[config.mk]
export PLATFORM = sky130hd
export DESIGN_NAME = sa_output_accumulator_flat
export DESIGN_NICKNAME = d
export VERILOG_FILES = /design/src/rtl/GEMM_pkg.sv /design/src/rtl/sa_output_accumulator_if.sv /design/src/rtl/sa_output_accumulator_fifo.sv /design/src/rtl/sa_output_accumulator.sv /design/src/flat_wrapper.sv
export SDC_FILE = /design/constraint.sdc
export NUM_CORES = 2
export LEC_CHECK = 0
export CAP_MARGIN = 20
export CORE_MARGIN = 2
export CORE_UTILIZATION = 45
export CTS_CLUSTER_DIAMETER = 150
export DETAILED_ROUTE_END_ITERATION = 8
export DONT_BUFFER_PORTS = 1
export SETUP_SLACK_MARGIN = 0.5
export SYNTH_ARGS = -nofsm -noshare
export SYNTH_HDL_FRONTEND = slang
export SYNTH_HIERARCHICAL = 1
export SYNTH_SLANG_ARGS = --single-unit
[constraint.sdc]
create_clock -name clk -period 29.8 [get_ports clk]
set_clock_uncertainty 0.1 [all_clocks]
set_input_delay 1.49 -clock clk [delete_from_list [all_inputs] [get_ports clk]]
set_output_delay 1.49 -clock clk [all_outputs]
set_load 0.03 [all_outputs]
[src/rtl/GEMM_pkg.sv]
// Shared types and helpers for the GEMM systolic-array datapath.
// sat_add is used by sa_output_accumulator when ACC_SATURATE_EN is defined.
package GEMM_pkg;

    localparam int ACC_SIZE_DEFAULT = 32;
    typedef logic [ACC_SIZE_DEFAULT-1:0] acc_t;

    // Wide enough to hold any accumulator sum without losing the carry.
    localparam int SAT_WIDE = 64;
    typedef logic [SAT_WIDE-1:0] wide_t;

    function automatic wide_t sat_add(input wide_t a, input wide_t b, input int width);
        wide_t sum;
        wide_t max_val;
        sum     = a + b;
        max_val = (wide_t'(1) << width) - wide_t'(1);
        return (sum > max_val) ? max_val : sum;
    endfunction

endpackage

[src/rtl/sa_output_accumulator_if.sv]
// Input-vector and result-FIFO handshake bundle for sa_output_accumulator.
// The accumulator is the slave side; the array and consumer are the master side.
interface sa_output_accumulator_if #(
    parameter int SA_SIZE                = 8,
    parameter int WEIGHT_ACTIVATION_SIZE = 8,
    parameter int ACC_SIZE               = 32
);
    logic                                            in_valid;
    logic [SA_SIZE-1:0][WEIGHT_ACTIVATION_SIZE-1:0] in_data;
    logic                                            out_valid;
    logic                                            out_ready;
    logic [SA_SIZE-1:0][ACC_SIZE-1:0]                out_data;
    logic                                            out_last;

    modport master (
        output in_valid, in_data, out_ready,
        input  out_valid, out_data, out_last
    );

    modport slave (
        input  in_valid, in_data, out_ready,
        output out_valid, out_data, out_last
    );
endinterface

[src/rtl/sa_output_accumulator_fifo.sv]
// sa_result_fifo: result FIFO with extra-bit wrap pointers; a push into a full
// FIFO is accepted only when the head is popped in the same cycle.
module sa_result_fifo #(
    parameter int WIDTH = 8,
    parameter int DEPTH = 4
) (
    input  logic             clk,
    input  logic             reset,
    input  logic             clear,
    input  logic             push,
    input  logic [WIDTH-1:0] push_data,
    input  logic             pop_ready,
    output logic             head_valid,
    output logic [WIDTH-1:0] head_data,
    output logic             dropped
);
    localparam int AW = $clog2(DEPTH);

    logic [WIDTH-1:0] mem [DEPTH];
    logic [AW:0]      wr_ptr;
    logic [AW:0]      rd_ptr;
    logic             empty;
    logic             full;
    logic             pop;
    logic             accept;

    assign empty      = (wr_ptr == rd_ptr);
    assign full       = (wr_ptr[AW] != rd_ptr[AW]) && (wr_ptr[AW-1:0] == rd_ptr[AW-1:0]);
    assign pop        = !empty && pop_ready;
    assign accept     = push && (!full || pop);
    assign dropped    = push && !accept;
    assign head_valid = !empty;
    // Gated so the output reads zero out of reset and whenever nothing is queued.
    assign head_data  = empty ? '0 : mem[rd_ptr[AW-1:0]];

    always_ff @(posedge clk or posedge reset) begin
        if (reset) begin
            wr_ptr <= '0;
            rd_ptr <= '0;
        end else if (clear) begin
            wr_ptr <= '0;
            rd_ptr <= '0;
        end else begin
            if (accept) wr_ptr <= wr_ptr + 1'b1;
            if (pop)    rd_ptr <= rd_ptr + 1'b1;
        end
    end

    always_ff @(posedge clk) begin
        if (accept && !clear) mem[wr_ptr[AW-1:0]] <= push_data;
    end
endmodule

[src/rtl/sa_output_accumulator.sv]
// Accumulates systolic-array output rows over K-tiles and queues finished rows.
// Define ACC_SATURATE_EN to clamp accumulators instead of wrapping modulo 2^ACC_SIZE.
module sa_output_accumulator
    import GEMM_pkg::*;
#(
    parameter int SA_SIZE                = 8,
    parameter int WEIGHT_ACTIVATION_SIZE = 8,
    parameter int ACC_SIZE               = ACC_SIZE_DEFAULT,
    parameter int ROWS                   = 4,
    parameter int FIFO_DEPTH             = 4
) (
    input  logic                  clk,
    input  logic                  reset,
    input  logic                  clear,
    input  logic [7:0]            cfg_num_tiles,
    sa_output_accumulator_if.slave bus,
    output logic                  overflow,
    output logic                  busy
);
    localparam int              RIW      = (ROWS > 1) ? $clog2(ROWS) : 1;
    localparam logic [RIW-1:0]  LAST_ROW = RIW'(ROWS - 1);
    localparam int              ENTRY_W  = SA_SIZE * ACC_SIZE + 1;

    logic [RIW-1:0]                                  row_idx;
    logic [7:0]                                      tile_idx;
    logic [7:0]                                      num_tiles_q;
    logic [ACC_SIZE-1:0]                             acc [ROWS][SA_SIZE];
    logic [SA_SIZE-1:0][WEIGHT_ACTIVATION_SIZE-1:0] in_vec;
    logic [SA_SIZE-1:0][ACC_SIZE-1:0]                sum_row;
    logic                                            beat;
    logic                                            first_beat;
    logic [7:0]                                      cfg_eff;
    logic [7:0]                                      tiles_now;
    logic                                            last_tile;
    logic                                            push;
    logic                                            dropped;
    logic [ENTRY_W-1:0]                              head;

    assign in_vec     = bus.in_data;
    assign beat       = bus.in_valid && !clear;
    assign first_beat = (row_idx == '0) && (tile_idx == 8'd0);
    assign cfg_eff    = (cfg_num_tiles == 8'd0) ? 8'd1 : cfg_num_tiles;
    // The tile count only takes effect at the first beat of a block.
    assign tiles_now  = first_beat ? cfg_eff : num_tiles_q;
    assign last_tile  = (tile_idx == tiles_now - 8'd1);
    assign push       = beat && last_tile;
    assign busy       = (row_idx != '0) || (tile_idx != 8'd0);

    always_comb begin
        sum_row = '0;
        for (int e = 0; e < SA_SIZE; e++) begin
            if (tile_idx == 8'd0) begin
                sum_row[e] = ACC_SIZE'(in_vec[e]);
            end else begin
`ifdef ACC_SATURATE_EN
                sum_row[e] = ACC_SIZE'(sat_add(wide_t'(acc[row_idx][e]), wide_t'(in_vec[e]), ACC_SIZE));
`else
                sum_row[e] = acc[row_idx][e] + ACC_SIZE'(in_vec[e]);
`endif
            end
        end
    end

    // Accumulator contents are never reset; the first-tile overwrite initialises them.
    always_ff @(posedge clk) begin
        if (beat) begin
            for (int e = 0; e < SA_SIZE; e++) begin
                acc[row_idx][e] <= sum_row[e];
            end
        end
    end

    always_ff @(posedge clk or posedge reset) begin
        if (reset) begin
            row_idx     <= '0;
            tile_idx    <= 8'd0;
            num_tiles_q <= 8'd1;
        end else if (clear) begin
            row_idx     <= '0;
            tile_idx    <= 8'd0;
            num_tiles_q <= 8'd1;
        end else if (bus.in_valid) begin
            if (first_beat) num_tiles_q <= cfg_eff;
            if (row_idx == LAST_ROW) begin
                row_idx  <= '0;
                tile_idx <= last_tile ? 8'd0 : tile_idx + 8'd1;
            end else begin
                row_idx <= row_idx + 1'b1;
            end
        end
    end

    always_ff @(posedge clk or posedge reset) begin
        if (reset)        overflow <= 1'b0;
        else if (clear)   overflow <= 1'b0;
        else if (dropped) overflow <= 1'b1;
    end

    sa_result_fifo #(
        .WIDTH (ENTRY_W),
        .DEPTH (FIFO_DEPTH)
    ) u_fifo (
        .clk        (clk),
        .reset      (reset),
        .clear      (clear),
        .push       (push),
        .push_data  ({row_idx == LAST_ROW, sum_row}),
        .pop_ready  (bus.out_ready),
        .head_valid (bus.out_valid),
        .head_data  (head),
        .dropped    (dropped)
    );

    assign bus.out_data = head[ENTRY_W-2:0];
    assign bus.out_last = head[ENTRY_W-1];
endmodule

[src/flat_wrapper.sv]
// flat-port wrapper written by rule: the top's interface ports become plain ports
module sa_output_accumulator_flat import GEMM_pkg::*;
#(
    parameter int SA_SIZE                = 8,
    parameter int WEIGHT_ACTIVATION_SIZE = 8,
    parameter int ACC_SIZE               = ACC_SIZE_DEFAULT,
    parameter int ROWS                   = 4,
    parameter int FIFO_DEPTH             = 4
)
  (clk, reset, clear, cfg_num_tiles, overflow, busy, bus_in_valid, bus_in_data, bus_out_ready, bus_out_valid, bus_out_data, bus_out_last);
  sa_output_accumulator_if #(.SA_SIZE(SA_SIZE), .WEIGHT_ACTIVATION_SIZE(WEIGHT_ACTIVATION_SIZE), .ACC_SIZE(ACC_SIZE)) bus_i ();
  input  logic clk;
  input  logic reset;
  input  logic clear;
  input  logic [7:0] cfg_num_tiles;
  output logic overflow;
  output logic busy;
  input wire logic [$bits(bus_i.in_valid)-1:0] bus_in_valid;
  input wire logic [$bits(bus_i.in_data)-1:0] bus_in_data;
  input wire logic [$bits(bus_i.out_ready)-1:0] bus_out_ready;
  output wire logic [$bits(bus_i.out_valid)-1:0] bus_out_valid;
  output wire logic [$bits(bus_i.out_data)-1:0] bus_out_data;
  output wire logic [$bits(bus_i.out_last)-1:0] bus_out_last;
  assign bus_i.in_valid = bus_in_valid;
  assign bus_i.in_data = bus_in_data;
  assign bus_i.out_ready = bus_out_ready;
  assign bus_out_valid = bus_i.out_valid;
  assign bus_out_data = bus_i.out_data;
  assign bus_out_last = bus_i.out_last;
  sa_output_accumulator #(.SA_SIZE(SA_SIZE), .WEIGHT_ACTIVATION_SIZE(WEIGHT_ACTIVATION_SIZE), .ACC_SIZE(ACC_SIZE), .ROWS(ROWS), .FIFO_DEPTH(FIFO_DEPTH)) u_core (.clk(clk), .reset(reset), .clear(clear), .cfg_num_tiles(cfg_num_tiles), .bus(bus_i), .overflow(overflow), .busy(busy));
endmodule
Word level (Yosys, flattened, before mapping)
Memories as Yosys holds them, arrays and structs flattened.
Index checks and enable logic that the tools add are counted.
Storage, ports and cells
  word-level logic and storage cells: 81
  bits of input ports: 77
  bits in read-only memories: 0
  output and inout port bits: 260
  memories kept: 2
  RAM bits: 2052
  bits in latches: 0
  bits in registers: 25
Memory list
  u_core.u_fifo.mem: depth 4, width 257, rd ports 1, clocked after memory_dff 0, write ports 1, line sa_output_accumulator_fifo.sv:19  | logic [WIDTH-1:0] mem [DEPTH];
  u_core.acc: depth 4, width 256, rd ports 1, clocked after memory_dff 0, write ports 1, line sa_output_accumulator.sv:27  | logic [ACC_SIZE-1:0] acc [ROWS][SA_SIZE];
Cells by class
  eq/ne operators: 5
  shifts and indexed selects: 0
  muxes and demuxes: 30
  bitwise logic cells: 0
  add/subtract/negate cells: 13
  order comparisons: 0
  $mul: 0
  div/mod/pow operators: 0
  reduce and logical (&&, ||, !) cells: 25
Operator list (count)
  $mux W257: 1
  $add A32 B8 Y32: 8
  $mux W32: 8
  $mux W8: 8
  $logic_not A8 Y1: 2
  $mux W3: 4
  $reduce_bool A2 Y1: 6
  $add A8 B1 Y8 const B: 1
  $eq A8 B8 Y1: 1
  $logic_and A1 B1 Y1: 8
  $reduce_bool A8 Y1: 1
  $sub A8 B1 Y8 const B: 1
  $add A3 B1 Y3 const B: 2
  $mux W1: 6
  $mux W2: 3
  $logic_not A1 Y1: 4
  $eq A3 B3 Y1: 1
  $add A2 B1 Y2 const B: 1
  $eq A2 B2 Y1: 1
  $eq A2 B2 Y1 const B: 1
  $logic_not A2 Y1: 1
  $logic_or A1 B1 Y1: 2
  $reduce_and A2 Y1: 1
  $ne A1 B1 Y1: 1

Depth between registers and ports, before layout
  word-level depth: 11
  mapped depth: 26
  depth with buffers taken out: 14

By module
The synthesis kept the hierarchy.
By module, submodules not included
  sa_output_accumulator: area an instance 45944.1 µm², seq. area each 31226.2 µm², times used 1, cells each 2755
  sa_result_fifo: area an instance 39355.2 µm², seq. area each 31019.8 µm², times used 1, cells each 1682

Least setup slack after synthesis
OpenSTA, ideal clock, no wires.
  path type: reg-to-reg
  start: reg u_core.row_idx[1]
  end: mem u_core/u_fifo/mem[1][0] (netlist bit), enable pin
  stages on the path, launching flop included: 25
  slack: -2.371 ns
  arrival: 30.478 ns
  cell sequence: dfrtp_1 > buf_2 > buf_4 > buf_4 > buf_4 > buf_2 > buf_2 > buf_4 > buf_2 > buf_2 > buf_1 > inv_1 > ha_1 > inv_1 > nor3_4 > mux2i_1 > ha_1 > xnor2_1 > xnor2_1 > nand3_1 > a211o_1 > buf_6 > nor2b_1 > inv_1 > nor4b_1
Between the ends
  word-level cells in the longest chain between the ends: 10
Ends and longest elaborated chain
  from (decl): line sa_output_accumulator.sv:24  | logic [RIW-1:0] row_idx;
  from (signal assigned): line sa_output_accumulator.sv:88  | row_idx <= row_idx + 1'b1;
  $logic_not A2 Y1: line sa_output_accumulator.sv:41  | assign first_beat = (row_idx == '0) && (tile_idx == 8'd0);
  $logic_and A1 B1 Y1: line sa_output_accumulator.sv:41
  $mux W8
  $sub A8 B1 Y8: line sa_output_accumulator.sv:45  | assign last_tile = (tile_idx == tiles_now - 8'd1);
  $eq A8 B8 Y1: line sa_output_accumulator.sv:45
  $logic_and A1 B1 Y1: line sa_output_accumulator.sv:46  | assign push = beat && last_tile;
  via u_core.push: line sa_output_accumulator.sv:35  | logic push;
  $logic_and A1 B1 Y1: line sa_output_accumulator_fifo.sv:30  | assign accept = push && (!full || pop);
  $logic_and A1 B1 Y1: line sa_output_accumulator_fifo.sv:50  | if (accept && !clear) mem[wr_ptr[AW-1:0]] <= push_data;
  $mux W1: line sa_output_accumulator_fifo.sv:50
  $mux W1 (not written as such): line sa_output_accumulator_fifo.sv:50
  to (decl): line sa_output_accumulator_fifo.sv:19
The timed path passes the listed nets, and every way through them passes these cells.

Worst setup path in the final report
  start: reg u_core.row_idx[1]
  end: mem u_core/u_fifo/mem[2][156] (netlist bit), enable pin
Same word-level chain as after synthesis.

==> results.sh <==
export IMPL_htreeDepth=4
export IMPL_synth_area_top_cells="edfxtp_1, mux4_2, and2_1"
export IMPL_reg2regPathDepth=16
export IMPL_cts_buffer_depth=3
export IMPL_dpl_hpwl_um=110000
export IMPL_drt_iter0_drc=3422
export IMPL_drc=0
export IMPL_synthCells=4437
export IMPL_ant_nets=0
export IMPL_clock_sinks=2077
export IMPL_async_reset_ff_share_pct=1.20
export IMPL_numCtsBuffers=209
export IMPL_worstHoldPathType="input port to asynchronous set/reset pin"
export IMPL_fmax_ghz=0.143
export IMPL_crit_reg2reg_launch="u_core/row_idx[1]$_DFFE_PP0P_"
export IMPL_drt_pass1_iterations=5
export IMPL_dieArea_mm2=0.193
export IMPL_antenna_found_initial=10
export IMPL_post_cts_buffers=0
export IMPL_r2r_end="u_core/u_fifo/mem[2][156]$_DFFE_PP_"
export IMPL_yosysWarnings=6
export IMPL_cts_tree="yes"
export IMPL_portBuffers=0
export IMPL_netlist_area_leader_share_pct=72.2
export IMPL_ctsResizeCount=0
export IMPL_critPathCaptureType="flip-flop"
export IMPL_synth_seq_area_share_pct=73.0
export IMPL_syn_area_per_cell_um2=19.2
export IMPL_setup_viol=0
export IMPL_finalMaxSlewViolations=0
export IMPL_grt_pass1_vias=41200
export IMPL_startpoint_type="flip-flop"
export IMPL_start_util_pct=45.4
export IMPL_power_total_mw=6.64
export IMPL_post_route_period_util_pct=23.5
export IMPL_seq_area_mm2=0.0623
export IMPL_cts_root_buffer="clkbuf_16"
export IMPL_syn_to_final_growth_pct=11.2
export IMPL_worst_ir_drop_vdd_v=0.0000435
export IMPL_nets=4687
export IMPL_globalRouteOverflowTotal=0
export IMPL_power_density_mw_per_mm2=70.0
export IMPL_whs_ps=380
export IMPL_grt_max_degree=180
export IMPL_hold_viol_final=0
export IMPL_pre_cts_ws_ps=22170
export IMPL_die_w_um=439
export IMPL_core_area_mm2=0.188
export IMPL_gp_congestion=0.793
export IMPL_synth_main_ff_cell="edfxtp_1"
export IMPL_maxSlewHeadroom_pct=24.3
export IMPL_syn_area_mm2=0.0853
export IMPL_power_leakage_nw=29.9
export IMPL_synth_largest_area_cell="edfxtp_1"
export IMPL_ys_seq_elements=2077
export IMPL_viasPerCell=5.67
export IMPL_maxCapViolations=0
export IMPL_cp_data_arrival_time_ps=7330
export IMPL_crit_fanout=61
export IMPL_multi_input_area_mm2=0.0217
export IMPL_vias=40900
export IMPL_fin_crit_ps=6990
export IMPL_rsz0062_at_grt="false"
export IMPL_run_status="finished clean"
export IMPL_synthesis_nets=4598
export IMPL_synth_edf_count=2052
export IMPL_grt_usage_pct=19.4
export IMPL_clock_latency_ps=840
export IMPL_tightest_slew_ps=1130
export IMPL_crit_start="u_core/row_idx[1]$_DFFE_PP0P_"
export IMPL_yosys_cell_types_count=73
export IMPL_clkTransAtPathRegs_ps=60
export IMPL_num_io_pins=337
export IMPL_wl_per_cell_um=26.1
export IMPL_rows=159
export IMPL_die_h_um=439
export IMPL_ff2ff_setup_slack_ps=22810
export IMPL_n_fill_cell=15100
export IMPL_layout_drive_gt1_share_pct=19.5
export IMPL_hold_buffers=0
export IMPL_worstPathRequired_ps=30130
export IMPL_grt_pass1_wl_um=276000
export IMPL_layout_setup_ws_ps=22810
export IMPL_crit_type="flip-flop to flip-flop"
export IMPL_wl_um=188000
-- power by group --
group | switching (mW) | internal, mW
Sequential | 0.0178 | 3.23
Clock | 1.10 | 1.50
Combinational | 0.516 | 0.272
Total | 1.63 | 5.01
-- cells in the final DEF, fill, tap and decap left out, types with 20 or more instances in the layout --
cell / n
edfxtp_1: 2052
mux4_2: 513
nor2_1: 290
and2_1: 283
clkbuf_16: 213
nand2_1: 152
xor2_1: 140
a21oi_1: 97
xnor2_1: 78
o21ai_0: 76
ha_1: 76
inv_1: 70
buf_4: 59
nand3_1: 52
clkinv_1: 49
clkbuf_1: 48
and3_1: 38
clkinv_2: 34
or3_1: 31
nand4_1: 29
bufinv_16: 22
nand2b_1: 21
dfrtp_1: 20
-- cells in the mapped netlist (29+ instances only) --
library cell / number
nor2_1: 291
nand3_1: 52
o21ai_0: 76
or3_1: 31
xor2_1: 140
edfxtp_1: 2052
buf_6: 39
clkbuf_1: 75
nand4_1: 29
ha_1: 76
inv_1: 70
buf_2: 46
and3_1: 38
xnor2_1: 78
a21oi_1: 97
and2_1: 287
mux4_2: 513
nand2_1: 153
-- per-stage QoR --
step           TNS (ps)  cells  utilization [%]  area (µm²)
2_1_floorplan  -1828220   4437                -       85300
4_1_cts               0   7194             50.4       94800
6_report              0   7205             50.5       94900
3_5_place_dp          0   6806             46.8       88000
5_1_grt               0   7201             50.5       94800
3_3_place_gp          0   6806             46.8       88000
-- per-layer routing --
metal | vias to the layer above | wire length, µm | GRT usage (%)
met5 | - | 34 | 0
met4 | 4 | 4350 | 5.43
met3 | 249 | 11100 | 3.52
li1 | 17900 | - | -
met2 | 1099 | 90100 | 30.7
met1 | 21600 | 82400 | 27.7
-- state kept, by name, summed over array words and instances, names as in the netlist --
name,flops
u_core/u_fifo/rd_ptr,3
u_core/acc,1024
u_core/num_tiles_q,8
u_core/overflow,1
u_core/row_idx,2
u_core/u_fifo/mem,1028
u_core/u_fifo/wr_ptr,3
u_core/tile_idx,8
-- cell families (layout without fill, tap and decap cells) --
| family | after synthesis | in the layout | synth area share (%) |
|---|---|---|---|
| muxes | 535 | 535 | 13.8 |
| other | 0 | 7 | 0 |
| and+or+nand+nor | 992 | 992 | 6.04 |
| buffers and inverters | 266 | 532 | 1.71 |
| adders and majority gates | 84 | 84 | 1.30 |
| AOI/OAI and AO/OA | 263 | 263 | 1.89 |
| xor gates and xnor gates | 220 | 220 | 2.28 |
| DFF | 2077 | 2077 | 73.0 |
-- how the worst max path moves through the flow --
stage | slack (ps) | to
after floorplan | -2370 | u_core/u_fifo/mem[1][0]$_DFFE_PP_
after global placement | 22230 | u_core/u_fifo/mem[2][149]$_DFFE_PP_
after global routing | 22420 | u_core/u_fifo/mem[2][156]$_DFFE_PP_
after detailed placement | 22170 | u_core/u_fifo/mem[2][149]$_DFFE_PP_
final | 22810 | u_core/u_fifo/mem[2][156]$_DFFE_PP_
after CTS | 22760 | u_core/u_fifo/mem[2][156]$_DFFE_PP_
-- area by class of cell --
class,instances,share of cell area [%]
diodes,7,0.0185
inverters,71,0.281
clock buffers,261,5.81
flip-flops and latches,2077,65.6
repair buffers,73,0.723
multi-input cells,2094,22.8
well taps,2495,3.29
clock inverters,127,1.41
-- critical path: stages (launching register included) --
cell and delay [ps]:
dfrtp_4 700, inv_1 160, ha_1 250, inv_1 130, nor3_4 460, mux2i_1 370, ha_1 240, xnor2_1 150
xnor2_1 150, nand3_1 90, a211o_1 390, nor2b_1 230, inv_1 140, nor4b_2 450, buf_4 740, buf_4 760
buf_4 850
Power figures use the tool's default switching activity.
